$ cat config.mk
export PLATFORM = sky130hd
export DESIGN_NAME = wb_arbiter
export DESIGN_NICKNAME = d
export VERILOG_FILES = /design/src/rtl/wb_arbiter.sv
export SDC_FILE = /design/constraint.sdc
export NUM_CORES = 1
export LEC_CHECK = 0
export ABC_AREA = 1
export BUFFER_PORTS_ARGS = -buffer_cell sky130_fd_sc_hd__buf_2
export CAP_MARGIN = 20
export CORE_MARGIN = 5
export CORE_UTILIZATION = 39
export CTS_CLUSTER_DIAMETER = 120
export CTS_CLUSTER_SIZE = 40
export DETAILED_ROUTE_END_ITERATION = 16
export PLACE_DENSITY = 0.58
export SETUP_SLACK_MARGIN = 0.2
export SLEW_MARGIN = 20
export SYNTH_ARGS = -nofsm -noshare
export SYNTH_HDL_FRONTEND = slang
export SYNTH_SLANG_ARGS = --single-unit
$ cat constraint.sdc
create_clock -name clk -period 4.45 [get_ports clk]
set_input_delay 0.89 -clock clk [delete_from_list [all_inputs] [get_ports clk]]
set_output_delay 0.89 -clock clk [all_outputs]
set_load 0.01 [all_outputs]
$ cat src/rtl/wb_arbiter.sv
// Write-back arbiter for the register file's single write port.
// Merges the fixed-latency ALU result (port A) with the variable-latency
// load/mul-div result (port B, held in a small skid FIFO) into one registered
// write stream. A scoreboard tracks pending long-latency destinations so the
// issue stage can stall on RAW/WAW hazards.
module wb_arbiter #(
    parameter int DEPTH    = 2,
    parameter int MAX_WAIT = 4
) (
    input  logic        clk,
    input  logic        rst_n,
    input  logic        a_valid,
    input  logic [4:0]  a_addr,
    input  logic [31:0] a_data,
    input  logic        b_valid,
    output logic        b_ready,
    input  logic [4:0]  b_addr,
    input  logic [31:0] b_data,
    output logic        hold,
    input  logic        iss_valid,
    input  logic        iss_long,
    input  logic [4:0]  iss_rd,
    input  logic [4:0]  iss_ra1,
    input  logic [4:0]  iss_ra2,
    output logic        iss_stall,
    output logic        write_en,
    output logic [4:0]  wa,
    output logic [31:0] wd
);

    localparam int PTR_W = $clog2(DEPTH);
    localparam int CNT_W = $clog2(DEPTH + 1);
    localparam int AGE_W = $clog2(MAX_WAIT + 1);

    logic [4:0]       addrMem_q [DEPTH];
    logic [31:0]      dataMem_q [DEPTH];
    logic [PTR_W-1:0] wrPtr_q, wrPtr_d;
    logic [PTR_W-1:0] rdPtr_q, rdPtr_d;
    logic [CNT_W-1:0] count_q, count_d;
    logic [AGE_W-1:0] age_q, age_d;
    logic             hold_q, hold_d;
    logic             writeEn_q, writeEn_d;
    logic [4:0]       wa_q, wa_d;
    logic [31:0]      wd_q, wd_d;
    logic [31:0]      busy_q, busy_d;

    logic             fifoEmpty;
    logic             push;
    logic             pop;
    logic             selValid;
    logic [4:0]       selAddr;
    logic [31:0]      selData;
    logic             headStarved;
    logic             holdSet;
    logic             busySet;

    // Port B may enter only while the FIFO has room; A always wins the write
    // port, so the head is popped only in cycles without an ALU result.
    assign fifoEmpty   = (count_q == '0);
    assign b_ready     = (count_q != CNT_W'(DEPTH));
    assign push        = b_valid && b_ready;
    assign pop         = !a_valid && !fifoEmpty;
    assign headStarved = !fifoEmpty && !pop;
    assign hold        = hold_q;
    assign write_en    = writeEn_q;
    assign wa          = wa_q;
    assign wd          = wd_q;

    // Busy bit 0 is never set, so reading x0 can never stall issue.
    assign iss_stall = iss_valid && (busy_q[iss_ra1] || busy_q[iss_ra2] || busy_q[iss_rd]);
    assign busySet   = iss_valid && iss_long && (iss_rd != 5'd0) && !iss_stall;

    // Pick the entry to be written this cycle: ALU first, then FIFO head.
    always_comb begin
        selValid = a_valid || pop;
        selAddr  = addrMem_q[rdPtr_q];
        selData  = dataMem_q[rdPtr_q];
        if (a_valid) begin
            selAddr = a_addr;
            selData = a_data;
        end
    end

    // Next-state logic for FIFO bookkeeping, write stage, aging, hold and scoreboard.
    always_comb begin
        wrPtr_d   = wrPtr_q;
        rdPtr_d   = rdPtr_q;
        count_d   = count_q;
        writeEn_d = selValid && (selAddr != 5'd0);
        wa_d      = wa_q;
        wd_d      = wd_q;
        age_d     = '0;
        hold_d    = hold_q;
        holdSet   = 1'b0;
        busy_d    = busy_q;

        if (push) begin
            wrPtr_d = wrPtr_q + PTR_W'(1);
        end
        if (pop) begin
            rdPtr_d = rdPtr_q + PTR_W'(1);
        end
        if (push && !pop) begin
            count_d = count_q + CNT_W'(1);
        end else if (pop && !push) begin
            count_d = count_q - CNT_W'(1);
        end

        if (writeEn_d) begin
            wa_d = selAddr;
            wd_d = selData;
        end

        if (headStarved) begin
            age_d = (age_q == AGE_W'(MAX_WAIT)) ? age_q : age_q + AGE_W'(1);
        end

        holdSet = (headStarved && (age_q == AGE_W'(MAX_WAIT - 1))) || !b_ready;
        if (holdSet) begin
            hold_d = 1'b1;
        end else if (pop) begin
            hold_d = 1'b0;
        end

        if (pop && (selAddr != 5'd0)) begin
            busy_d[selAddr] = 1'b0;
        end
        if (busySet) begin
            busy_d[iss_rd] = 1'b1;
        end
        busy_d[0] = 1'b0;
    end

    // FIFO payload storage; contents are meaningless while count says empty.
    always_ff @(posedge clk) begin
        if (push) begin
            addrMem_q[wrPtr_q] <= b_addr;
            dataMem_q[wrPtr_q] <= b_data;
        end
    end

    // State registers with asynchronous active-low reset.
    always_ff @(posedge clk or negedge rst_n) begin
        if (!rst_n) begin
            wrPtr_q   <= '0;
            rdPtr_q   <= '0;
            count_q   <= '0;
            age_q     <= '0;
            hold_q    <= 1'b0;
            writeEn_q <= 1'b0;
            wa_q      <= '0;
            wd_q      <= '0;
            busy_q    <= '0;
        end else begin
            wrPtr_q   <= wrPtr_d;
            rdPtr_q   <= rdPtr_d;
            count_q   <= count_d;
            age_q     <= age_d;
            hold_q    <= hold_d;
            writeEn_q <= writeEn_d;
            wa_q      <= wa_d;
            wd_q      <= wd_d;
            busy_q    <= busy_d;
        end
    end

endmodule

; Word-level counts from Yosys, hierarchy flattened
; Memory sizes are Yosys's and may differ from the RTL's.
; Index checks and enable logic that the tools add are counted.
[op_classes]
add_sub_neg = 5
magnitude_cmp = 6
n_eq_ne = 4
muxes = 22
n_bitwise = 3
reduce_logical = 29
[op_table]
columns = operator, count
row1 = $mux W32, 3
row2 = $and A32 B32 Y32, 1
row3 = $not A32 Y32, 1
row4 = $or A32 B32 Y32, 1
row5 = $lt A5 B6 Y1 const B, 4
row6 = $bmux W1 S5, 3
row7 = $logic_and A1 B1 Y1, 14
row8 = $demux W1 S5, 2
row9 = $ge A5 B1 Y1 const B, 2
row10 = $reduce_bool A5 Y1, 2
row11 = $mux W1, 9
row12 = $logic_not A1 Y1, 6
row13 = $mux W3, 2
row14 = $mux W5, 1
row15 = $logic_or A1 B1 Y1, 4
row16 = $mux W2, 2
row17 = $ne A2 B2 Y1 const B, 2
row18 = $reduce_bool A2 Y1, 2
row19 = $add A3 B1 Y3 const B, 1
row20 = $eq A3 B2 Y1 const B, 1
row21 = $eq A3 B3 Y1 const B, 1
row22 = $add A1 B1 Y1 const B, 2
row23 = $add A2 B1 Y2 const B, 1
row24 = $logic_not A2 Y1, 1
row25 = $sub A2 B1 Y2 const B, 1
[totals]
reg_bits = 77
ram_bits = 74
input_bits = 95
output_inout_bits = 41
mem_count = 2
[mem_list]
columns = name, words, width, read_ports, rd_clocked_by_memory_dff, wr, line_no
row1 = dataMem_q, 2, 32, 1, 0, 1, 36  ; logic [31:0] dataMem_q [DEPTH];
row2 = addrMem_q, 2, 5, 1, 0, 1, 35  ; logic [4:0] addrMem_q [DEPTH];

; Depth between registers and ports, before layout
; Gate-level depths: netlist of run 1.
; An unclocked memory read counts as a cell.
[logic_depth]
depth_word = 11
ltp_mapped = 14
depth_no_buf = 12

; Least setup slack after synthesis of run 1
; Ideal clock, no wire load.
[synth_timing]
path_kind = input -> register
start = in b_valid
end = mem addrMem_q[1][0] (enable)
setup_ns = 0.433
t_arrival_ns = 2.563
required_ns = 4.017
slack_ns = 1.455
stages = 2
cell_sequence = nand2_1 > nor2_1
[synth_between]
elab_chain_cells = 3
[synth_rtl]
columns = element, line_no
row1 = start: declaration, 15  ; input logic b_valid,
row2 = $logic_and A1 B1 Y1, 61  ; assign push = b_valid && b_ready;
row3 = $mux W1, 136  ; if (push) begin
row4 = $mux W1 (implied by the code), 137  ; addrMem_q[wrPtr_q] <= b_addr;
row5 = end: declaration, 35
; No other way between the ends.

; Final worst setup path of run 1
[layout_timing]
start = in iss_rd[0]
end = out iss_stall
[layout_between]
elab_chain_cells = 4
[layout_rtl]
columns = element, line_no
row1 = start: declaration, 22  ; input logic [4:0] iss_rd,
row2 = $bmux W1 S5, 70  ; assign iss_stall = iss_valid && (busy_q[iss_ra1] || busy_q[iss_ra2] || busy_q[iss_rd]);
row3 = $mux W1 (implied by the code), 70
row4 = $logic_or A1 B1 Y1, 70
row5 = $logic_and A1 B1 Y1, 70
row6 = end: declaration, 25  ; output logic iss_stall,
; No other way between the ends. The select of a mux whose other input is x is not followed.

==> impl_metrics.toml, run 1 <==
[routing]
dr_total_vias = 6183
drt.antenna.violating_nets = 0
drt_drc_violations_left = 0
routed_wirelength_um = 20260
dr.first_iter.drc_count = 445
avgViaCountPerCell = 4.942
drt_pass1_iterations = 4
drt-wirelength-per-cell_um = 16.20

[synthesis]
cells_after_synthesis = 858
synth-async-reset-ratio = 0.5099
synth_top_cells_by_area = "sky130_fd_sc_hd__edfxtp_1 30%, sky130_fd_sc_hd__dfrtp_1 26%, sky130_fd_sc_hd__nand2_1 12%"
netlist_top_cells_count = "238 x sky130_fd_sc_hd__nand2_1, 92 x sky130_fd_sc_hd__nand3_1, 77 x sky130_fd_sc_hd__dfrtp_1"
edff_count_synth = 74
synth_cell_type_count = 34
mapped_area_sq_um = 7488
synth_sequential_area_ratio = 0.5541
synth_largest_type_area_fraction = 0.2967
synth.most_common_cell = "sky130_fd_sc_hd__nand2_1"
synth_top_area_cell = "sky130_fd_sc_hd__edfxtp_1"
postSynthNetCount = 957
ys_warn_count = 0
postSynthAreaPerCell_sq_um = 8.728
postSynthRegisterBits = 151
synth_top_flop_cell = "sky130_fd_sc_hd__dfrtp_1"

[floorplan]
dieHeight_um = 148.6
dieArea_sq_um = 22070
pin_count = 136
rows = 50
core_region_area_sq_um = 18830
chipWidth_um = 148.6
initial_utilization = 0.3977

[sta]
worst_slew_pin_slew_ns = 0.9804
setup_viol = 0
fin_crit_sh = 0.7683
period_minus_slack_ns = 3.419
max_slew_margin = 0.3449
fmax_mhz = 292.5
finalHoldWorstSlack_ns = 0.4807
final-hold-violation-count = 0
setup_repair_after_global_routing_missed_its_margin = "no"
timing_max_transition_violations_final = 0
finalSetupTns_ns = 0
clock-skew-final_ns = 0.01037

[hold_path]
hp-class = "flop to flop"

[clock_tree]
clkLatencyLatePin_ns = 0.42
postCtsSetupRepairBufs = 0
ctsHoldBuffers = 0
tritoncts = "yes"
numClockSinks = 151
clock_tree_root_buffer_cell = "sky130_fd_sc_hd__clkbuf_16"
cts_htree_levels = 4
resize_count_post_cts = 0
cts.clk_slew.worst_paths_ns = 0.06
cts_max_path_buffers = 2
tritoncts.num_buffers = 17

[global_route]
first_global_vias = 5812
grt.overflow.total = 0
grt_use_total = 0.1846
grt_util_met2 = 0.2994
busiest_layer = "met2"
global_route_wire_length_before_repair_um = 31620
met3_usage = 0.04936
gr-usage-met1 = 0.2416
antenna_violations_before_repair = 5
pin_count_of_the_biggest_net_entering_global_routing = 78

[pwr]
power_density_nw_per_um2 = 566.8
vdd.ir_drop.worst_mv = 0.4856
design_power_total_mw = 4.996
p_leak_nw = 3.984

[placement]
placed_cells = 1218
portBuffers = 135
gpl.final_weighted_congestion = 0.9036
post-dp-hpwl_um = 14460

[final_layout]
finish.cell_count_without_fillers = 1251
final_nets = 1076
nFillCells = 1869
areaGrowthSynthToFinish_pct = 17.71
final_util = 0.4681
drive_gt1_frac = 0.2051

[setup_path]
criticalPathCategory = "input port to output port"
critPathMaxFanout = 32
worst_ep_required_time_ns = 3.56
startpoint_type = "input port"
worst-endpoint-arrival_ns = 2.53
critPathCaptureType = "output port"

[flow_run]
max_cap_viol = 0

[run_status]
outcome = "completed"
-- per-stage QoR --
| step | area (sq um) | setup WS [ns] |
|---|---|---|
| floorplan | 7488 | 1.455 |
| global placement | 8238 | 1.053 |
| detailed placement | 8238 | 1.055 |
| CTS | 8808 | 1.050 |
| global route | 8815 | 0.8662 |
| finish | 8815 | 1.031 |
-- critical path, cell delays in order --
cell and delay (ns):
sky130_fd_sc_hd__buf_2 0.17, sky130_fd_sc_hd__inv_2 0.05, sky130_fd_sc_hd__nand2_2 0.18, sky130_fd_sc_hd__inv_2 0.12, sky130_fd_sc_hd__nand2_1 0.07, sky130_fd_sc_hd__o211ai_1 0.07, sky130_fd_sc_hd__nand2_1 0.07, sky130_fd_sc_hd__inv_1 0.03
sky130_fd_sc_hd__nor2_1 0.09, sky130_fd_sc_hd__nand2_1 0.10, sky130_fd_sc_hd__nor2_4 0.10, sky130_fd_sc_hd__buf_4 0.30, sky130_fd_sc_hd__a21boi_0 0.14, sky130_fd_sc_hd__buf_2 0.15
-- sequential cells by signal (all words and copies together) (netlist names) --
signal,count
hold,1
dataMem_q,64
write_en,1
addrMem_q,10
wd,32
rdPtr_q,1
count_q,2
wrPtr_q,1
age_q,3
busy_q,31
wa,5
-- layout make-up --
class	instances	area, sq um	share of cell area
Antenna cell	1	2.502	0.0002839
Clock buffer	18	439.2	0.04982
Clock inverter	14	131.4	0.01490
Inverter	82	307.8	0.03492
Multi-Input combinational cell	582	2718	0.3083
Sequential cell	151	4149	0.4707
Tap cell	260	325.3	0.03691
Timing Repair Buffer	143	742.0	0.08417
-- placed cells by master (no fill, tap or decap), drive strengths merged --
cell,count
nand4,33
o211ai,7
clkinv,1
xnor2,2
o21a,1
dfrtp,77
clkinvlp,3
or2,3
edfxtp,74
xor2,1
nor2,63
clkbuf,18
o21ai,109
inv,92
ha,4
a21oi,13
nor3,8
a21boi,1
diode,1
buf,143
nand3,92
o22ai,3
nand2,242
-- power breakdown --
group / leakage, nW / switching (mW) / internal [mW] / total, mW
combinational: 2.06 / 1.01 / 0.489 / 1.50
sequential: 1.64 / 0.195 / 1.92 / 2.11
clock: 0.274 / 0.627 / 0.756 / 1.38
total: 3.98 / 1.84 / 3.16 / 5.00
-- routing by layer --
metal	up-vias	part of all wire	routed length (um)
li1	3117	-	-
met1	2848	0.43	8782
met2	174	0.48	9803
met3	36	0.065	1309
met4	8	0.017	335
met5	-	0.0014	29
-- path summary, 6_finish.rpt --
check	start	endpoint	slack, ns	cells after the start
setup reg to reg	rdPtr_q	wd[4]	1.84	11
hold / removal	wa[2]	wa[2]	0.48	2
min in group asynchronous	rst_n	busy_q[2]	0.50	1
setup / recovery	iss_rd[0]	iss_stall	1.03	14
max in group asynchronous	rst_n	wd[21]	3.42	1
hold reg to reg	wa[2]	wa[2]	0.48	2
-- cells by family (layout without fill, tap and decap cells) --
kind of cell	after synthesis	in the layout	share of synthesized area
xor gates and xnor gates	3	3	0.003509
and+or+nand+nor	441	441	0.2550
other	0	1	0
DFF	151	151	0.5541
buffers and inverters	125	257	0.08505
AOI/OAI and AO/OA	134	134	0.09574
adders and majority gates	4	4	0.006684
Note: power is estimated with default switching activity, not from simulation.
==> run 2, diff against run 1 <==
--- a/config.mk
+++ b/config.mk
@@ -13,7 +13,7 @@
 export CTS_CLUSTER_DIAMETER = 120
 export CTS_CLUSTER_SIZE = 40
 export DETAILED_ROUTE_END_ITERATION = 16
-export PLACE_DENSITY = 0.58
+export PLACE_DENSITY = 0.61
 export SETUP_SLACK_MARGIN = 0.2
 export SLEW_MARGIN = 20
 export SYNTH_ARGS = -nofsm -noshare
==> constraint.sdc (replaced) <==
create_clock -name clk -period 2.77 [get_ports clk]
set_input_delay 0.554 -clock clk [delete_from_list [all_inputs] [get_ports clk]]
set_output_delay 0.554 -clock clk [all_outputs]
set_load 0.01 [all_outputs]
==> impl_metrics.toml, run 2 (synthesis results as in run 1) <==
[sta]
max_slew_margin = 0.3797
setup_viol = 0
fin_crit_sh = 0.8696
setup_repair_after_global_routing_missed_its_margin = "no"
period_minus_slack_ns = 2.409
finalSetupTns_ns = 0
worst_slew_pin_slew_ns = 0.9294
clock-skew-final_ns = 0.009241
timing_max_transition_violations_final = 0
fmax_mhz = 415.1
setup_ws_ns = 0.3612
final-hold-violation-count = 0

[clock_tree]
clkLatencyLatePin_ns = 0.42
cts_max_path_buffers = 2
tritoncts.num_buffers = 17
clock_tree_root_buffer_cell = "sky130_fd_sc_hd__clkbuf_16"
ctsHoldBuffers = 0
numClockSinks = 151
cts.clk_slew.worst_paths_ns = 0.06
tritoncts = "yes"
cts_htree_levels = 4

[setup_path]
timing.reg2reg.setup_slack_ns = 0.58
crit_path_cell_trace = "inv_1 -> nand2_1 -> nand3_1 -> nand3_1 -> nand3_1 -> nand2_1 -> nand2_1 -> nand2_1 -> nor2_4 -> a21boi_0 -> buf_2"
critPathCaptureType = "output port"
worst_ep_required_time_ns = 2.22
worstPathBufferInverterCount = 2
cp_top_family = "simple AND/OR/NAND/NOR gates"
startpoint_type = "flop"
most_prevalent_standard_cell_on_the_critical_path = "sky130_fd_sc_hd__nand2_1"
worstRegToRegCells = 11
criticalPathCategory = "flop to output port"
crit-reg2reg-launch = "rdPtr_q"
worst_r2r_endpoint = "wd[4]"
critical-path-slowest-cell = "sky130_fd_sc_hd__dfrtp_1"
critPathMaxFanout = 3
critical-path-max-stage-delay_ns = 0.38
worst-endpoint-arrival_ns = 1.85

[global_route]
pin_count_of_the_biggest_net_entering_global_routing = 49
first_global_vias = 6117
grt_use_total = 0.1894
antenna_violations_before_repair = 5
global_route_wire_length_before_repair_um = 32460
grt.overflow.total = 0

[final_layout]
largest_register_ff_count = 64
final_cell_area_sq_um = 9041
areaGrowthSynthToFinish_pct = 20.74
final_nets = 1089
layout.cells.most_common = "sky130_fd_sc_hd__nand2_1"
max_flop_register = "dataMem_q"
most-common-layout-cells = "238 x sky130_fd_sc_hd__nand2_1, 132 x sky130_fd_sc_hd__buf_2, 92 x sky130_fd_sc_hd__nand3_1"
drive_gt1_frac = 0.2273

[floorplan]
core_region_area_sq_um = 18830
dieArea_sq_um = 22070
rows = 50
pin_count = 136
initial_utilization = 0.3977
chipWidth_um = 148.6
dieHeight_um = 148.6

[flow_run]
max_cap_viol = 0

[routing]
routed_wirelength_um = 20690
drt_drc_violations_left = 0
avgViaCountPerCell = 4.990
dr.first_iter.drc_count = 422
drt_pass1_iterations = 7
drt-wirelength-per-cell_um = 16.36
drt.antenna.violating_nets = 0
dr_total_vias = 6312

[pwr]
design_power_total_mw = 8.370
vdd.ir_drop.worst_mv = 0.4744
power_density_nw_per_um2 = 925.8
p_leak_nw = 4.095

[placement]
dp_worst_setup_slack_ns = 0.2942
gpl.final_weighted_congestion = 0.9515
post-dp-hpwl_um = 15000
portBuffers = 135
placedInstanceArea_sq_um = 8348

[run_status]
outcome = "completed"

[hold_path]
hp-class = "input port to asynchronous set/reset pin"
-- run 2: cell count changes in the layout (fill, tap and decap cells not counted), sizes merged --
cell	before	now
clkinv	1	3
buf	143	154
clkinvlp	3	1
diode	1	2
bufinv	0	3
inv	92	86
clkbuf	18	23
-- run 2: power breakdown --
| part | internal [mW] | switching (mW) |
|---|---|---|
| Clock | 1.51 | 0.909 |
| Sequential | 3.08 | 0.341 |
| Combinational | 0.874 | 1.66 |
-- run 2: worst max-delay path by stage --
stage	from	slack, ns	endpoint	cells past startpoint
6_report	busy_q[29]	0.36	iss_stall	11
4_1_cts	busy_q[11]	0.25	iss_stall	11
2_1_floorplan	iss_ra1[0]	0.50	iss_stall	12
3_3_place_gp	iss_ra2[0]	0.30	iss_stall	12
5_1_grt	iss_ra1[1]	0.20	iss_stall	11
3_5_place_dp	iss_ra2[0]	0.29	iss_stall	12
-- run 2: area by class of cell --
cell class / count / area (sq um)
fill: 1850 / 9789
sequential: 151 / 4149
multi-input combinational: 582 / 2728
timing repair buffer: 156 / 890.9
clock buffer: 21 / 471.7
tap: 260 / 325.3
inverter: 82 / 312.8
clock inverter: 11 / 158.9
antenna: 2 / 5.005
-- run 2: what timing repair did --
action,CTS,global route
endpoints found under the hold margin,0,0
buffers inserted,0,5
endpoints found under the setup margin,0,1
resized for setup,0,22
-- run 2: layer usage --
layer  up-vias  share of wire  global-route usage
met3        46          0.062             0.05667
li1       3138              -                   -
met1      2940           0.43              0.2412
met4         8          0.025             0.07021
met5         -         0.0021                   0
met2       180           0.48              0.3062
-- run 2: per-stage QoR --
step                  util  std cells  hold WS [ns]
floorplan                -        858        0.2584
global placement    0.4433       1226        0.4627
detailed placement  0.4433       1226        0.4684
CTS                 0.4768       1258       0.08836
global route        0.4800       1264       0.09785
finish              0.4801       1265       0.08488
